<file path="src/rtl/video_timing.sv">
// Beam-position and sync timing source: pixel clock-enable divider, horizontal/vertical
// beam counters, registered sync/blank flags and a start-of-frame pulse.
module video_timing #(
  parameter int CLK_DIV      = 4,
  parameter int H_TOTAL      = 456,
  parameter int H_ACTIVE     = 368,
  parameter int H_SYNC_START = 392,
  parameter int H_SYNC_LEN   = 32,
  parameter int V_TOTAL      = 262,
  parameter int V_ACTIVE     = 240,
  parameter int V_SYNC_START = 244,
  parameter int V_SYNC_LEN   = 3
) (
  input  logic        clk,
  input  logic        reset,
  input  logic        run,
  output logic        ce_pix,
  output logic [10:0] horiz,
  output logic [9:0]  vert,
  output logic        hsync,
  output logic        vsync,
  output logic        hblank,
  output logic        vblank,
  output logic        frame_start
);

  localparam int DIV_W = (CLK_DIV > 1) ? $clog2(CLK_DIV) : 1;

  localparam logic [DIV_W-1:0] DIV_LAST = DIV_W'(CLK_DIV - 1);
  localparam logic [10:0]      H_LAST   = 11'(H_TOTAL - 1);
  localparam logic [10:0]      H_ACT    = 11'(H_ACTIVE);
  localparam logic [10:0]      HS_BEG   = 11'(H_SYNC_START);
  localparam logic [10:0]      HS_END   = 11'(H_SYNC_START + H_SYNC_LEN);
  localparam logic [9:0]       V_LAST   = 10'(V_TOTAL - 1);
  localparam logic [10:0]      V_ACT    = 11'(V_ACTIVE);
  localparam logic [10:0]      VS_BEG   = 11'(V_SYNC_START);
  localparam logic [10:0]      VS_END   = 11'(V_SYNC_START + V_SYNC_LEN);

  // Geometry sanity: sync windows must sit inside the line/frame without wrapping past 0.
  if (CLK_DIV < 1 || CLK_DIV > 16) begin : g_bad_div
    $error("video_timing: CLK_DIV %0d outside 1..16", CLK_DIV);
  end
  if (H_TOTAL < 2 || H_TOTAL > 2048 || H_ACTIVE > H_TOTAL) begin : g_bad_h
    $error("video_timing: bad horizontal geometry");
  end
  if (H_SYNC_LEN < 1 || H_SYNC_START + H_SYNC_LEN > H_TOTAL) begin : g_bad_hs
    $error("video_timing: hsync window does not fit inside H_TOTAL");
  end
  if (V_TOTAL < 2 || V_TOTAL > 1024 || V_ACTIVE > V_TOTAL) begin : g_bad_v
    $error("video_timing: bad vertical geometry");
  end
  if (V_SYNC_LEN < 1 || V_SYNC_START + V_SYNC_LEN > V_TOTAL) begin : g_bad_vs
    $error("video_timing: vsync window does not fit inside V_TOTAL");
  end

  logic [DIV_W-1:0] div;
  logic             div_last;
  logic             h_wrap;
  logic             v_wrap;
  logic [10:0]      h_next;
  logic [9:0]       v_next;
  logic [10:0]      v_ext;

  // NOTE: every signal gets a default at the top of always_comb so no path leaves it unassigned (no latch).
  always_comb begin
    div_last = (div == DIV_LAST);
    h_wrap   = (horiz == H_LAST);
    v_wrap   = (vert == V_LAST);
    h_next   = horiz + 11'd1;
    v_next   = vert;
    if (h_wrap) begin
      h_next = '0;
      v_next = v_wrap ? '0 : vert + 10'd1;
    end
    v_ext = {1'b0, v_next};
  end

  // NOTE: state registers use non-blocking assignments so every flop samples pre-edge values.
  always_ff @(posedge clk or posedge reset) begin
    if (reset) begin
      div         <= '0;
      ce_pix      <= 1'b0;
      frame_start <= 1'b0;
      horiz       <= '0;
      vert        <= '0;
      hsync       <= 1'b0;
      vsync       <= 1'b0;
      hblank      <= 1'b0;
      vblank      <= 1'b0;
    end else if (run) begin
      div         <= div_last ? '0 : div + DIV_W'(1);
      ce_pix      <= div_last;
      frame_start <= div_last && h_wrap && v_wrap;
      // Flags come from the next counter values so they land in the same edge as horiz/vert.
      if (div_last) begin
        horiz  <= h_next;
        vert   <= v_next;
        hblank <= (h_next >= H_ACT);
        vblank <= (v_ext >= V_ACT);
        hsync  <= (h_next >= HS_BEG) && (h_next < HS_END);
        vsync  <= (v_ext >= VS_BEG) && (v_ext < VS_END);
      end
    end else begin
      ce_pix      <= 1'b0;
      frame_start <= 1'b0;
    end
  end

endmodule

</file>
<file path="config.mk">
export PLATFORM = sky130hd
export DESIGN_NAME = video_timing
export DESIGN_NICKNAME = d
export VERILOG_FILES = /design/src/rtl/video_timing.sv
export SDC_FILE = /design/constraint.sdc
export NUM_CORES = 1
export LEC_CHECK = 0
export ABC_AREA = 1
export BUFFER_PORTS_ARGS = -buffer_cell sky130_fd_sc_hd__buf_2
export CAP_MARGIN = 40
export CORE_UTILIZATION = 53
export CTS_BUF_LIST = sky130_fd_sc_hd__clkbuf_8
export DETAILED_ROUTE_END_ITERATION = 6
export GPL_TIMING_DRIVEN = 0
export PLACE_DENSITY = 0.87
export SLEW_MARGIN = 20
export SYNTH_ARGS = -nofsm -noshare
export SYNTH_HDL_FRONTEND = slang
export SYNTH_SLANG_ARGS = --single-unit
</file>
<file path="constraint.sdc">
create_clock -name clk -period 1.5 [get_ports clk]
set_input_delay 0.3 -clock clk [delete_from_list [all_inputs] [get_ports clk]]
set_output_delay 0.3 -clock clk [all_outputs]
set_load 0.1 [all_outputs]
</file>
==> metrics <==
r2r setup slk -0.26 ns; failing checks negative setup slack; Synth Net Count 294; # Max-Cap Violations 0; most crowded layer after global routing met2; register bit total from synthesis 29; Clock transition at path regs roughly 0.070 ns; Final ANT Viol Nets 0; Filler Cell Count 219; Syn. warnings 0; met2 Resource Use GR 0.496; Num CTS Buffers 5; Hold Violations, Final 0; antenna diode count 0; height of the die 63.2 um; top cells by area, synth dfrtp_1 (37%), nand2_1 (17%), inv_1 (6.8%); Peak Freq around 570 MHz; RSZ-0062 raised after global routing true; wire length per cell 16.7 um; sequential-to-total area share from yosys stat 0.365; max-slew violations 0; input/output buffers 29; via count between 2k and 2.5k; unique cell type count in the Yosys netlist 29; final global-route overflow total 0; Area Overhead vs Synth 40.4%; top_reg_cell synth dfrtp_1; EDFF count, synth 0; placed cell area around 0.0023 mm2; initial antenna violation count 0; worst slack at placement -0.360 ns; Post-Syn Area around 0.002 mm2; Mapped Cells 287; worst setup margin -0.257 ns; status complete, but fails checks; first-pass GRT wire length 9.47 mm; Worst EP required about 1.7 ns; Initial Util 0.573; Tcrit/Tclk final 1.17; CP Class flop to flop; clock root cell clkbuf_8; cell accounting for the most synthesized area dfrtp_1; routed wire length about 6.5 mm; largest net degree at the start of global routing 19; # H-tree levels 2; share of layout cells above drive strength 1 0.420; Final HPWL DP 3.49 mm; Hold/Removal Path Class input pin to asynchronous set/reset pin; Worst-Margin Slew 0.625 ns; hold buffer count at CTS 0; Design Area, Final 0.00279 mm2; final setup fails 10; CTS sink count 29; worst skew pair latency a little under 0.3 ns; # IOs 30; final core utilization 0.804; max_slew headroom 0.583; Post-Syn Area per Cell 6.92 um2; met3 Usage GRT 0.0670; most common cell after layout, fill and taps aside nand2_1; DR pass1 iterations 5; CP endpoint kind flop; Die W between 60 and 70 um; drt drc 0; crit path DAT 1.94 ns; CTS tree yes; row count 21; Worst Skew 0.00967 ns; initial DRC count 300; largest fanout on the critical path 4; startpoint types flop; Tmin final 1.76 ns; nets@finish 351; routed vias/inst 6.05; die area 0.00400 mm2; All-Layer GR Usage 0.307; post-synth top area share 0.365; Post-synth ARST share 1.00; Routability Congestion 0.913; GR Util met1 0.389; clock buffer depth 2; CORE AREA approximately 0.0035 mm2; most frequent cells in the layout nand2_1 (86), inv_1 (30), buf_4 (24), buf_2 (22), nor2_1 (18); vias in the first global route between 2k and 2.5k
-- cell families (layout without fill, tap and decap cells) --
logic type | after synthesis | after routing | share of synthesized area
AND/OR/NAND/NOR | 177 | 177 | 0.428
buffers and inverters | 46 | 104 | 0.0926
flip-flops | 29 | 29 | 0.365
AO/OA/AOI/OAI | 28 | 28 | 0.0737
adder cells (fa/ha/maj) | 4 | 4 | 0.0252
XOR/XNOR | 2 | 2 | 0.00882
multiplexers | 1 | 1 | 0.00567
-- area by class of cell --
type                    instances  area (um2)  area share
multi-input cells             212        1240       0.444
plain buffers                   6        46.3      0.0166
flip-flops and latches         29         792       0.284
well taps                      46        57.6      0.0206
repair buffers                 51         373       0.134
clock buffers                   6        82.6      0.0296
clock inverters                 2        37.5      0.0135
inverters                      39         161      0.0579
-- final timing paths --
check / endpoint / depth (start not counted) / start
min in group clk: div[0]$_DFFE_PP0P_ / 2 / run
max in group asynchronous: horiz[2]$_DFFE_PP0P_ / 3 / reset
worst max register to register: vsync$_DFFE_PP0P_ / 12 / horiz[1]$_DFFE_PP0P_
worst min-delay path: vert[2]$_DFFE_PP0P_ / 2 / reset
worst max-delay path: vsync$_DFFE_PP0P_ / 12 / horiz[1]$_DFFE_PP0P_
worst min register to register: div[0]$_DFFE_PP0P_ / 1 / div[0]$_DFFE_PP0P_
-- metal layers --
layer | share of wire | vias to the layer above
met2 | 0.47 | 170
met4 | 0.047 | 0
met3 | 0.10 | 43
met5 | 0 | -
met1 | 0.38 | 1126
li1 | - | 1027
-- worst max-delay path: stages (launching register included) --
cell and delay, ns:
dfrtp_4 0.44, ha_4 0.18, nand2_4 0.09, inv_4 0.08, nand3_2 0.09, nor2_4 0.20, nand3b_1 0.14, nand2_1 0.10
nand2_1 0.08, inv_1 0.06, nor2_1 0.04, nand3_1 0.08, nand2_1 0.06
-- state kept, by name (all words and copies together), names as in the netlist --
signal,cells
ce_pix,1
div,2
frame_start,1
hblank,1
horiz,11
hsync,1
vblank,1
vert,10
vsync,1
-- metrics by stage --
step,hold slack [ns],std cells,setup TNS (ns)
floorplan,0.378,287,-1.56
global placement,0.463,362,-3.32
detailed placement,0.379,363,-4.44
CTS,0.0727,388,-0.421
global route,0.109,391,-2.21
finish,0.0808,391,-1.30
-- timing repair --
| action | 4_1_cts | 5_1_grt |
|---|---|---|
| resized for setup | 31 | 37 |
| endpoints found under the hold margin | 0 | 0 |
| endpoints found under the setup margin | 23 | 26 |
| pin swaps | 19 | 10 |
| buffers inserted | 18 | 4 |
-- Yosys cell counts, types with 4 or more instances --
cell type / instances
nand2_1: 91
inv_1: 36
dfrtp_1: 29
nor2_1: 28
nand3_1: 24
o21ai_0: 19
nand4_1: 8
nand2_2: 6
a21oi_1: 5
ha_1: 4
nor2_4: 4
nor3_1: 4
Power is left out: the tool's default activity adds up to more than one toggle a clock period on the data nets, which glitch-free logic cannot reach.
